===== config.mk =====
export PLATFORM = sky130hd
export DESIGN_NAME = mio_bus_ctrl
export DESIGN_NICKNAME = d
export VERILOG_FILES = /design/src/rtl/mio_pkg.sv /design/src/rtl/mio_bus_ctrl_decode.sv /design/src/rtl/mio_bus_ctrl.sv
export SDC_FILE = /design/constraint.sdc
export NUM_CORES = 1
export LEC_CHECK = 0
export BUFFER_PORTS_ARGS = -buffer_cell sky130_fd_sc_hd__buf_2
export CORE_AREA = 2 2 110 112
export DETAILED_ROUTE_END_ITERATION = 7
export DIE_AREA = 0 0 112 114
export PLACE_DENSITY_LB_ADDON = 0.15
export SKIP_CTS_REPAIR_TIMING = 1
export SLEW_MARGIN = 20
export SYNTH_ARGS = -nofsm -noshare
export SYNTH_HDL_FRONTEND = slang
export SYNTH_SLANG_ARGS = --single-unit

===== constraint.sdc =====
create_clock -name clk -period 5.41 [get_ports clk]
set_clock_uncertainty 0.15 [all_clocks]
set_input_delay 1.082 -clock clk [delete_from_list [all_inputs] [get_ports clk]]
set_output_delay 1.082 -clock clk [all_outputs]
set_load 0.005 [all_outputs]

===== src/rtl/mio_pkg.sv =====
// Shared address map, bus target and controller state types for the MIO bus controller.
// The counter target is only produced when MIO_COUNTER_EN is defined.
package mio_pkg;

    localparam logic [31:0] RAM_BASE  = 32'h0000_0000;
    localparam logic [31:0] DISP_ADDR = 32'hE000_0000;
    localparam logic [31:0] GPIO_ADDR = 32'hF000_0000;
    localparam logic [31:0] CNT_ADDR  = 32'hF000_0004;

    typedef enum logic [2:0] {
        TGT_RAM,
        TGT_DISP,
        TGT_GPIO,
        TGT_CNT,
        TGT_NONE
    } target_t;

    typedef enum logic [1:0] {
        S_IDLE,
        S_ACCESS,
        S_RESP
    } state_t;

    function automatic logic [31:0] word_align(input logic [31:0] addr);
        return {addr[31:2], 2'b00};
    endfunction

endpackage


===== src/rtl/mio_bus_ctrl_decode.sv =====
// Combinational address decoder: byte address -> bus target and RAM word address.
// With MIO_COUNTER_EN undefined the counter address decodes as unmapped.
module mio_addr_decode
    import mio_pkg::*;
#(
    parameter int unsigned RAM_AW = 10
) (
    input  logic [31:0]       addr,
    output target_t           target,
    output logic [RAM_AW-1:0] word_addr
);

    logic [31:0] aligned;

    always_comb begin
        aligned   = word_align(addr);
        target    = TGT_NONE;
        word_addr = addr[RAM_AW+1:2];
        // RAM occupies the low 4*2^RAM_AW bytes: every bit above the word range must match the base
        if (((aligned ^ RAM_BASE) >> (RAM_AW + 2)) == 32'd0) begin
            target = TGT_RAM;
        end else if (aligned == DISP_ADDR) begin
            target = TGT_DISP;
        end else if (aligned == GPIO_ADDR) begin
            target = TGT_GPIO;
`ifdef MIO_COUNTER_EN
        end else if (aligned == CNT_ADDR) begin
            target = TGT_CNT;
`endif
        end
    end

endmodule


===== src/rtl/mio_bus_ctrl.sv =====
// Memory/IO bus controller: decodes CPU requests to RAM, GPIO and display, inserts RAM wait states.
// Define MIO_COUNTER_EN to add a free-running 32-bit counter at 0xF000_0004.
module mio_bus_ctrl
    import mio_pkg::*;
#(
    parameter int unsigned RAM_AW  = 10,
    parameter int unsigned RAM_LAT = 2,
    parameter int unsigned LED_W   = 8
) (
    input  logic              clk,
    input  logic              reset,
    input  logic              cpu_mio,
    input  logic              mem_w,
    input  logic [31:0]       addr_in,
    input  logic [31:0]       data_from_cpu,
    output logic [31:0]       data_to_cpu,
    output logic              mio_ready,
    output logic [RAM_AW-1:0] ram_addr,
    output logic [31:0]       ram_din,
    output logic              ram_we,
    input  logic [31:0]       ram_dout,
    input  logic [15:0]       sw_in,
    output logic [LED_W-1:0]  led_out,
    output logic [31:0]       disp_out
);

    localparam logic [3:0] LAT_M1 = 4'(RAM_LAT - 1);

    state_t            state;
    target_t           tgt_q;
    logic              wr_q;
    logic [3:0]        wait_cnt;
    target_t           dec_tgt;
    logic [RAM_AW-1:0] dec_word;
    logic [31:0]       rd_mux;
    logic              last_access;
    logic [31:0]       cnt_val;

    mio_addr_decode #(
        .RAM_AW(RAM_AW)
    ) u_decode (
        .addr     (addr_in),
        .target   (dec_tgt),
        .word_addr(dec_word)
    );

    assign last_access = (state == S_ACCESS) && (wait_cnt == 4'd0);

`ifdef MIO_COUNTER_EN
    logic [31:0] cnt_q;

    // A committed write takes priority over the increment in the same cycle
    always_ff @(posedge clk or posedge reset) begin
        if (reset) begin
            cnt_q <= '0;
        end else if (last_access && wr_q && (tgt_q == TGT_CNT)) begin
            cnt_q <= ram_din;
        end else begin
            cnt_q <= cnt_q + 32'd1;
        end
    end

    assign cnt_val = cnt_q;
`else
    assign cnt_val = '0;
`endif

    always_comb begin
        rd_mux = '0;
        case (tgt_q)
            TGT_RAM:  rd_mux = ram_dout;
            TGT_DISP: rd_mux = disp_out;
            TGT_GPIO: rd_mux = {16'h0000, sw_in};
            TGT_CNT:  rd_mux = cnt_val;
            default:  rd_mux = '0;
        endcase
    end

    always_ff @(posedge clk or posedge reset) begin
        if (reset) begin
            state       <= S_IDLE;
            tgt_q       <= TGT_NONE;
            wr_q        <= 1'b0;
            wait_cnt    <= '0;
            ram_addr    <= '0;
            ram_din     <= '0;
            ram_we      <= 1'b0;
            mio_ready   <= 1'b0;
            data_to_cpu <= '0;
            led_out     <= '0;
            disp_out    <= '0;
        end else begin
            ram_we    <= 1'b0;
            mio_ready <= 1'b0;
            case (state)
                S_IDLE: begin
                    if (cpu_mio) begin
                        tgt_q    <= dec_tgt;
                        wr_q     <= mem_w;
                        ram_addr <= dec_word;
                        ram_din  <= data_from_cpu;
                        // Strobe lands in the first ACCESS cycle only
                        ram_we   <= mem_w && (dec_tgt == TGT_RAM);
                        wait_cnt <= (dec_tgt == TGT_RAM) ? LAT_M1 : 4'd0;
                        state    <= S_ACCESS;
                    end
                end
                S_ACCESS: begin
                    if (wait_cnt == 4'd0) begin
                        if (!wr_q) begin
                            data_to_cpu <= rd_mux;
                        end else begin
                            case (tgt_q)
                                TGT_DISP: disp_out <= ram_din;
                                TGT_GPIO: led_out  <= ram_din[LED_W-1:0];
                                default:  ;
                            endcase
                        end
                        mio_ready <= 1'b1;
                        state     <= S_RESP;
                    end else begin
                        wait_cnt <= wait_cnt - 4'd1;
                    end
                end
                S_RESP: begin
                    state <= S_IDLE;
                end
                default: begin
                    state <= S_IDLE;
                end
            endcase
        end
    end

endmodule


* Yosys cells after proc, flatten, opt, wreduce, memory -nomap -nowiden *
Cells that the tools add are included.
Widths: inputs -> output; s select.

operators by class
  add/subtract/negate cells = 1
  multipliers = 0
  div/mod/pow operators = 0
  $lt $le $gt $ge = 0
  eq/ne operators = 8
  shifts and indexed selects = 0
  mux-type cells = 15
  bitwise gates (word level) = 1
  reduce and logical (&&, ||, !) cells = 13

operators with widths
  kind                  number
  $pmux 32 s3           1
  $eq 30x30->1 const B  2
  $logic_not 32->1      1
  $mux 3                3
  $mux 4                2
  $pmux 4 s2            1
  $reduce_and 4->1      2
  $logic_not 3->1       2
  $reduce_and 3->1      2
  $mux 1                5
  $logic_not 4->1       1
  $mux 2                2
  $ne 2x2->1 const B    2
  $pmux 2 s2            1
  $reduce_and 2->1      2
  $sub 4x1->4 const B   1
  $eq 3x1->1 const B    1
  $eq 3x2->1 const B    1
  $eq 2x1->1 const B    1
  $logic_not 2->1       1
  $ne 2x1->1 const B    1
  $reduce_bool 2->1     1
  $logic_and 1x1->1     1
  $not 1->1             1

word-level totals
  bits in registers = 126
  latch bits = 0
  bits in writable memories = 0
  bits in read-only memories = 0
  input port bits = 116
  output and inout port bits = 116
  word-level logic and storage cells = 49
  memories = 0

* Longest topological paths before layout *
Gate-level depths: netlist of the first run.

  depth in word-level cells = 8
  mapped depth = 7
  gate-level depth less buffers = 6

* By module *
A second synthesis of the first run with hierarchy kept.

second synthesis, totals
  cell total of the unflattened synthesis = 404
  area, all modules = 5,520.3 µm²

modules (own cells, without submodules)
  module           times used  cells each  area each (µm²)  seq. area each (µm²)
  mio_bus_ctrl     1           379         5,351.4          3,154.3
  mio_addr_decode  1           25          168.9            0.0

* Worst setup path before layout of the first run *
No wires, ideal clock.

  path kind = input-to-reg
  start point = input port cpu_mio
  end point = register ram_addr[0]
  setup time = 125 ps
  data arrival time = 2,053 ps
  required time = 5,135 ps
  setup slack = 3,082 ps
  stages on the path = 3
  path buffers = 1
  cell sequence = nor3b_1 buf_2 mux2_2

between the ends
  cells in the longest elaborated chain, start to end = 1

ends and longest elaborated chain
  what                               line                 RTL
  start, declared                    mio_bus_ctrl.sv:12   input logic cpu_mio,
  $reduce_and 2->1 (no source line)  -
  end signal, assigned               mio_bus_ctrl.sv:100  ram_addr <= dec_word;
  end, declared                      mio_bus_ctrl.sv:18   output logic [RAM_AW-1:0] ram_addr,

No other way between the ends.
A chain may end at the register's enable or synchronous reset.

* Final worst setup path of the first run *
  start point = register wait_cnt[0]
  end point = register data_to_cpu[14]

between the ends
  cells in the longest elaborated chain, start to end = 2

ends and longest elaborated chain
  what                               line                 RTL
  start, declared                    mio_bus_ctrl.sv:32   logic [3:0] wait_cnt;
  start signal, assigned             mio_bus_ctrl.sv:104  wait_cnt <= (dec_tgt == TGT_RAM) ? LAT_M1 : 4'd0;
  start signal, assigned             mio_bus_ctrl.sv:122  wait_cnt <= wait_cnt - 4'd1;
  $logic_not 4->1                    mio_bus_ctrl.sv:109  if (wait_cnt == 4'd0) begin
  $reduce_and 3->1 (no source line)  -
  end signal, assigned               mio_bus_ctrl.sv:111  data_to_cpu <= rd_mux;
  end, declared                      mio_bus_ctrl.sv:16   output logic [31:0] data_to_cpu,

No other way between the ends.

==> key figures, run 1 <==
Placed design
  – Placed cell areas: 6675 um^2
  – Placed insts: 776
  – RD Place Congestion: 0.8023
  – HPWL after DPL: 9205 um
  – IO buf count: 229
  – Place WS: 2287 ps

Power and ir drop
  – Sequential power share: 0.432
  – Lkg Pwr: 3.812 nW
  – Sw Pwr: 0.9124 mW
  – Combinational share of power: 0.246
  – Switching portion of total power: 0.2854
  – Internal power: 2.285 mW
  – VDD IR max: 0.2242 mV
  – Pwr Density: 442.8 nW/um^2
  – Pwr Total: 3.198 mW
  – Clock Power Share: 0.322

Synthesis
  – Post-synthesis sequential area ratio: 0.5817
  – Synth area leaders: dfrtp_1, mux2_2, mux2_4
  – Dominant synthesized flop cell: dfrtp_1
  – Library cells used by synthesis: 42
  – Post-synth EDFFs: 0
  – YS warnings: 0
  – Mean Syn Cell Area: 13.00 um^2
  – Top cells by count, synth: dfrtp_1, mux2_2, nand2_1
  – Post-synth top area cell: dfrtp_1
  – Share of flip-flops with an asynchronous set or reset: 1.000
  – FF+latch count, synth: 126
  – Post-Synthesis Cells: 417
  – Count leader, synth: dfrtp_1
  – Syn_nets: 534
  – Post-synth top area share: 0.5768
  – Area of the mapped netlist: 5423 um^2

Clocking
  – Num Clock Sinks: 126
  – CTS Buffer Depth: 2
  – CTS tree: yes
  – Root Driver: clkbuf_16
  – Worst-path clk slew: 50 ps
  – H-tree levels: 4
  – Clock latency on the worst-skew pair: 400 ps
  – CTS Buf Count: 17

GRT
  – Routing usage on met1: 0.2712
  – Vias in the first global route: 4175
  – Most used routing layer: met2
  – Met3 Use GR: 0.04995
  – Initial antenna violation count: 0
  – Global-route wire length before repair: 21420 um
  – Largest net degree at the start of global routing: 60
  – Tot GR Track Use: 0.2164
  – GRT overflow: 0
  – Met2 GRT Util: 0.3640

Layout
  – Final core occ: 0.6166
  – Layout Cells excl Fill: 808
  – Final #Nets: 765
  – ANT cells: 0
  – Synth-to-layout area growth: 33.16%
  – Filler cells: 966
  – Final instance area: 7221 um^2
  – Layout cells sized above 1: 0.5386
  – Register area: 3156 um^2
  – Multi-input gate area: 2135 um^2

Floorplan
  – Chip width: 112 um
  – Die footprint: 12770 um^2
  – Initial core utilization: 0.4630
  – Num rows: 40
  – Die H: 114 um
  – Core Box Area: 11710 um^2
  – Ports: 232

Timing
  – Worst Max-Slew Pin Slew: 1013 ps
  – Final period utilization: 0.5724
  – Final Hold Fails: 0
  – Final worst path period need: 3097 ps
  – Setup violators final: 0
  – Slew HR: 0.3247
  – WHS: 321.4 ps
  – RSZ-0062 raised after global routing: false
  – PnR worst setup slack: 2313 ps
  – Pins Over Slew Limit: 0
  – Maximum clock rate: 322.9 MHz
  – Setup TNS: 0 ps

Setup path
  – Critical Path RT: 5560 ps
  – Crit path from: wait_cnt[0]
  – Critical path data arrival time: 3240 ps
  – CP Launch Type: flip-flop
  – CP peak stage delay: 900 ps
  – Crit-path max FO: 33
  – CP Buf/Inv Count: 1
  – Crit path kind: reg2reg
  – CP max-delay cell: a211o_1
  – Delay-heaviest family, CP: compound AO/OA/AOI/OAI gates
  – Crit-path cells: inv_1, ha_1, nor3b_2, nand3b_2, a211o_1, o21ai_0
  – Crit path capture type: flip-flop
  – Worst R2R Start: wait_cnt[0]
  – Reg2Reg Setup Slack: 2310 ps

Routing
  – Initial DRC Count: 172
  – DR DRC count: 0
  – DR pass1 iterations: 4
  – Antenna Nets Post-Route: 0
  – Vias per cell: 5.145
  – Routed len/inst: 16.58 um
  – Routed WL: 13400 um
  – DR vias: 4157

Status
  – Status: finished, final reports clean

Flow run
  – Max_cap viols: 0

Worst hold path
  – HP Start: data_to_cpu[31]
  – Worst Hold Class: reg2reg
## kinds of logic after synthesis
kind of cell               share of synthesized area
AOI/OAI and AO/OA                            0.07706
adders and majority gates                   0.002307
buffers and inverters                        0.02676
DFF                                           0.5817
muxes                                         0.2266
and+or+nand+nor                              0.08560
## cell usage in the layout (no fill, tap or decap), drive strengths merged, types with 2 or more instances in the layout
master and n:
inv 4, a31oi 2, nand4 3, mux2i 17
o21ai 33, buf 235, a21oi 17, nor4 7
clkinv 5, nor2 23, and2 3, clkbuf 25
mux2 84, nand2b 2, nor3b 2, nor2b 5
nand2 35, dfrtp 125, nor3 2, a22oi 16
## routing by layer
| metal | wire length, um | part of all wire |
|---|---|---|
| met1 | 5472 | 0.41 |
| met2 | 6883 | 0.51 |
| met3 | 799 | 0.060 |
| met4 | 244 | 0.018 |
| met5 | 0 | 0 |
## final timing paths
path,cells after the start,endpoint
setup / recovery,6,data_to_cpu[14]
setup reg to reg,6,data_to_cpu[14]
hold / removal,2,data_to_cpu[31]
max in group asynchronous,3,tgt_q[1]
hold reg to reg,2,data_to_cpu[31]
min in group asynchronous,2,disp_out[1]
## state kept, by name (all words and copies together) (netlist names)
signal       cells
ram_din         32
tgt_q            3
ram_we           1
ram_addr        10
data_to_cpu     32
mio_ready        1
wr_q             1
state            2
disp_out        32
wait_cnt         4
led_out          8
## worst register-to-register path, delay by kind of cell, from the launching register on
kind                       cells  cell delay (ps)
adders and majority gates      1              200
and+or+nand+nor                2              880
AOI/OAI and AO/OA              2             1280
DFF                            1              390
buffers and inverters          1               80
## power groups by stage
| stage | Combinational (mW) | Sequential, mW | Clock [mW] |
|---|---|---|---|
| after floorplan | 0.397 | 1.40 | 0 |
| after global placement | 0.780 | 1.38 | 0 |
| after detailed placement | 0.797 | 1.40 | 0 |
| after CTS | 0.801 | 1.38 | 1.06 |
| after global routing | 0.875 | 1.43 | 1.10 |
| final | 0.786 | 1.38 | 1.03 |
## area by class of cell
type	count	share of cell area
inverter	4	0.002426
clock inverter	7	0.008664
timing repair buffer	235	0.1650
sequential	126	0.4370
multi-input combinational	264	0.2956
tap	147	0.02547
clock buffer	25	0.06585
(Power assumes the default switching activity.)
==> run 2: changes to the inputs <==
--- a/config.mk
+++ b/config.mk
@@ -5,6 +5,7 @@
 export SDC_FILE = /design/constraint.sdc
 export NUM_CORES = 1
 export LEC_CHECK = 0
+export ABC_AREA = 1
 export BUFFER_PORTS_ARGS = -buffer_cell sky130_fd_sc_hd__buf_2
 export CORE_AREA = 2 2 110 112
 export DETAILED_ROUTE_END_ITERATION = 7
==> constraint.sdc (replaced) <==
create_clock -name clk -period 3.2 [get_ports clk]
set_clock_uncertainty 0.15 [all_clocks]
set_input_delay 0.64 -clock clk [delete_from_list [all_inputs] [get_ports clk]]
set_output_delay 0.64 -clock clk [all_outputs]
set_load 0.005 [all_outputs]
==> run 2 against run 1 <==
Compared with the run above:
- synthesized area about the same
- power up 90%
- core utilization rose by 1.1 points
- largest cell class unchanged
- critical endpoint is now disp_out[12]
==> key figures, run 2 <==
Setup path
  – Critical path data arrival time: 2370 ps (was 3240 ps)
  – CP Buf/Inv Count: 2 (was 1)
  – Crit-path cells: inv_1, ha_1, nand3_2, nor2_1, nand3_2, buf_12, nand2_1, o21ai_1 (was inv_1, ha_1, nor3b_2, nand3b_2, a211o_1, o21ai_0)
  – CP Launch Type: flip-flop (unchanged)
  – Reg2Reg Setup Slack: 960 ps (was 2310 ps)
  – Delay-heaviest family, CP: simple AND/OR/NAND/NOR gates (was compound AO/OA/AOI/OAI gates)
  – Crit path from: wait_cnt[0] (unchanged)
  – Setup crit end: disp_out[12] (was data_to_cpu[14])
  – Critical Path RT: 3330 ps (was 5560 ps)
  – Most used cell, CP: nand3_2
  – Reg2reg end: disp_out[12] (was data_to_cpu[14])
  – Crit path capture type: flip-flop (unchanged)
  – Worst R2R Start: wait_cnt[0] (unchanged)
  – Worst-case reg-to-reg path depth: 8 (was 6)
  – WP depth: 8 (was 6)
  – Crit-path max FO: 44 (was 33)
  – CP max-delay cell: nand3_2 (was a211o_1)
  – CP peak stage delay: 400 ps (was 900 ps)
  – Crit path kind: reg2reg (unchanged)

Layout
  – ANT cells: 0 (unchanged)
  – Filler cells: 1062 (was 966)
  – Final #Nets: 981 (was 765)
  – Most common cell after layout, fill and taps aside: nand2_1 (was buf_2)
  – Layout cells sized above 1: 0.3341 (was 0.5386)
  – Synth-to-layout area growth: 35.46% (was 33.16%)
  – Multi-input gate area: 1947 um^2 (was 2135 um^2)
  – Register area: 3154 um^2 (was 3156 um^2)
  – Most frequent cells in the layout: nand2_1, buf_2, dfrtp_1 (was buf_2, dfrtp_1, mux2_2)
  – Layout Cells excl Fill: 1024 (was 808)
  – Top Registers: data_to_cpu x32, disp_out x32, ram_din x32 (unchanged)

Clocking
  – Root Driver: clkbuf_16 (unchanged)
  – CTS tree: yes (unchanged)
  – Num Clock Sinks: 126 (unchanged)
  – CTS Buf Count: 17 (unchanged)
  – CTS Buffer Depth: 2 (unchanged)
  – H-tree levels: 4 (unchanged)
  – Clock latency on the worst-skew pair: 410 ps (was 400 ps)
  – Worst-path clk slew: 60 ps (was 50 ps)

Placed design
  – RD Place Congestion: 0.8555 (was 0.8023)
  – Placed insts: 992 (was 776)
  – HPWL after DPL: 10470 um (was 9205 um)
  – IO buf count: 229 (unchanged)

Synthesis
  – Synth area leaders: dfrtp_1, nand2_1, o21ai_0 (was dfrtp_1, mux2_2, mux2_4)
  – Post-synthesis sequential area ratio: 0.5815 (was 0.5817)
  – Library cells used by synthesis: 25 (was 42)
  – Post-synth top area share: 0.5767 (was 0.5768)
  – Synth Area in XOR/XNOR: 0 (unchanged)
  – YS warnings: 0 (unchanged)
  – Post-Synthesis Cells: 635 (was 417)
  – Synth Area in Adders: 0.002307 (about the same)
  – Largest family of logic cells by synthesized area: simple AND/OR/NAND/NOR gates (was multiplexers)
  – FF+latch count, synth: 126 (unchanged)
  – Mux share of post-synthesis cell area: 0 (was 0.2266)
  – Syn_nets: 752 (was 534)
  – Post-synth EDFFs: 0 (unchanged)
  – Mean Syn Cell Area: 8.542 um^2 (was 13.00 um^2)
  – Area of the mapped netlist: 5424 um^2 (was 5423 um^2)
  – Top cells by count, synth: nand2_1, dfrtp_1, inv_1 (was dfrtp_1, mux2_2, nand2_1)
  – Share of flip-flops with an asynchronous set or reset: 1.000 (unchanged)
  – Post-synth top area cell: dfrtp_1 (unchanged)
  – Dominant synthesized flop cell: dfrtp_1 (unchanged)
  – Compound-Gate Fraction of Synth Area: 0.1047 (was 0.07707)
  – Synth Area in Simple Gates: 0.2507 (was 0.08560)
  – Count leader, synth: nand2_1 (was dfrtp_1)

Timing
  – Slew HR: 0.4091 (was 0.3247)
  – Setup TNS: 0 ps (unchanged)
  – Final Hold Fails: 0 (unchanged)
  – Pins Over Slew Limit: 0 (unchanged)
  – Final period utilization: 0.7003 (was 0.5724)
  – Maximum clock rate: 446.2 MHz (was 322.9 MHz)
  – Final worst path period need: 2241 ps (was 3097 ps)
  – WHS: 259.2 ps (was 321.4 ps)
  – RSZ-0062 raised after global routing: false (unchanged)
  – Setup violators final: 0 (unchanged)
  – Worst Max-Slew Pin Slew: 884.4 ps (was 1013 ps)

Floorplan
  – Num rows: 40 (unchanged)
  – Chip width: 112 um (unchanged)
  – Core Box Area: 11710 um^2 (unchanged)
  – Die H: 114 um (unchanged)
  – Ports: 232 (unchanged)
  – Die footprint: 12770 um^2 (unchanged)
  – Initial core utilization: 0.4631 (was 0.4630)

Routing
  – DR vias: 4977 (was 4157)
  – Vias per cell: 4.860 (was 5.145)
  – DR DRC count: 0 (unchanged)
  – DR pass1 iterations: 5 (was 4)
  – Routed len/inst: 14.18 um (was 16.58 um)
  – Antenna Nets Post-Route: 0 (unchanged)
  – Routed WL: 14520 um (was 13400 um)
  – Initial DRC Count: 240 (was 172)

Status
  – Status: finished, final reports clean (unchanged)

GRT
  – Initial antenna violation count: 1 (was 0)
  – Largest net degree at the start of global routing: 52 (was 60)
  – Vias in the first global route: 4740 (was 4175)
  – Tot GR Track Use: 0.2323 (was 0.2164)
  – GRT overflow: 0 (unchanged)
  – Global-route wire length before repair: 23410 um (was 21420 um)

Power and ir drop
  – Sequential power share: 0.378 (was 0.432)
  – Pwr Density: 827.5 nW/um^2 (was 442.8 nW/um^2)
  – Internal power: 4.035 mW (was 2.285 mW)
  – VDD IR max: 0.3847 mV (was 0.2242 mV)
  – Clock Power Share: 0.324 (was 0.322)
  – Lkg Pwr: 4.072 nW (was 3.812 nW)
  – Combinational share of power: 0.298 (was 0.246)
  – Sw Pwr: 2.045 mW (was 0.9124 mW)
  – Switching portion of total power: 0.3364 (was 0.2854)
  – Pwr Total: 6.080 mW (was 3.198 mW)

Flow run
  – Max_cap viols: 0 (unchanged)

Worst hold path
  – Worst Hold Class: in2async (was reg2reg)
## run 2: cells by family after synthesis
logic type / count (synthesis)
AOI/OAI and AO/OA: 95
adders and majority gates: 1
buffers and inverters: 78
DFF: 126
and+or+nand+nor: 335
## run 2: worst reg2reg max path: stages, from the launching register on
cell and delay (ps):
dfrtp_1 380, inv_1 110, ha_1 200, nand3_2 150, nor2_1 250, nand3_2 400
buf_12 330, nand2_1 80, o21ai_1 60
## run 2: metal layers
| layer | GRT usage | routed length [um] |
|---|---|---|
| met5 | 0 | 0 |
| met4 | 0.08943 | 295 |
| met3 | 0.06695 | 1072 |
| met2 | 0.3648 | 6806 |
| met1 | 0.3084 | 6345 |
## run 2: layout make-up
class	count	area share
Clock buffer	19	0.06165
Inverter	49	0.02554
Clock inverter	13	0.02214
Timing Repair Buffer	239	0.1713
Multi-Input combinational cell	431	0.2650
Tap cell	147	0.02503
Sequential cell	126	0.4293
## run 2: metrics by stage
stage               area [um^2]    util  worst slack [ps]
finish                     7347  0.6274             958.9
global route               7347  0.6274             802.9
CTS                        7347  0.6274             971.2
detailed placement         6731  0.5748              1010
global placement           6731  0.5748              1043
floorplan                  5428       -             857.5
## run 2: worst min-delay path by stage
stage	start	endpoint	slack (ps)	depth (start not counted)
final	reset	ram_din[25]	260	2
after global routing	addr_in[9]	ram_addr[7]	280	3
after CTS	reset	ram_addr[7]	270	2
after detailed placement	data_to_cpu[7]	data_to_cpu[7]	310	2
after global placement	data_to_cpu[18]	data_to_cpu[18]	310	2
after floorplan	ram_addr[0]	ram_addr[0]	320	2
## run 2: power groups by stage
stage               Combinational [mW]  Sequential [mW]  Clock [mW]
global placement                  1.79             2.29           0
floorplan                         1.00             2.34           0
global route                      2.06             2.35        2.08
finish                            1.81             2.30        1.97
detailed placement                1.83             2.31           0
CTS                               1.84             2.30        2.00
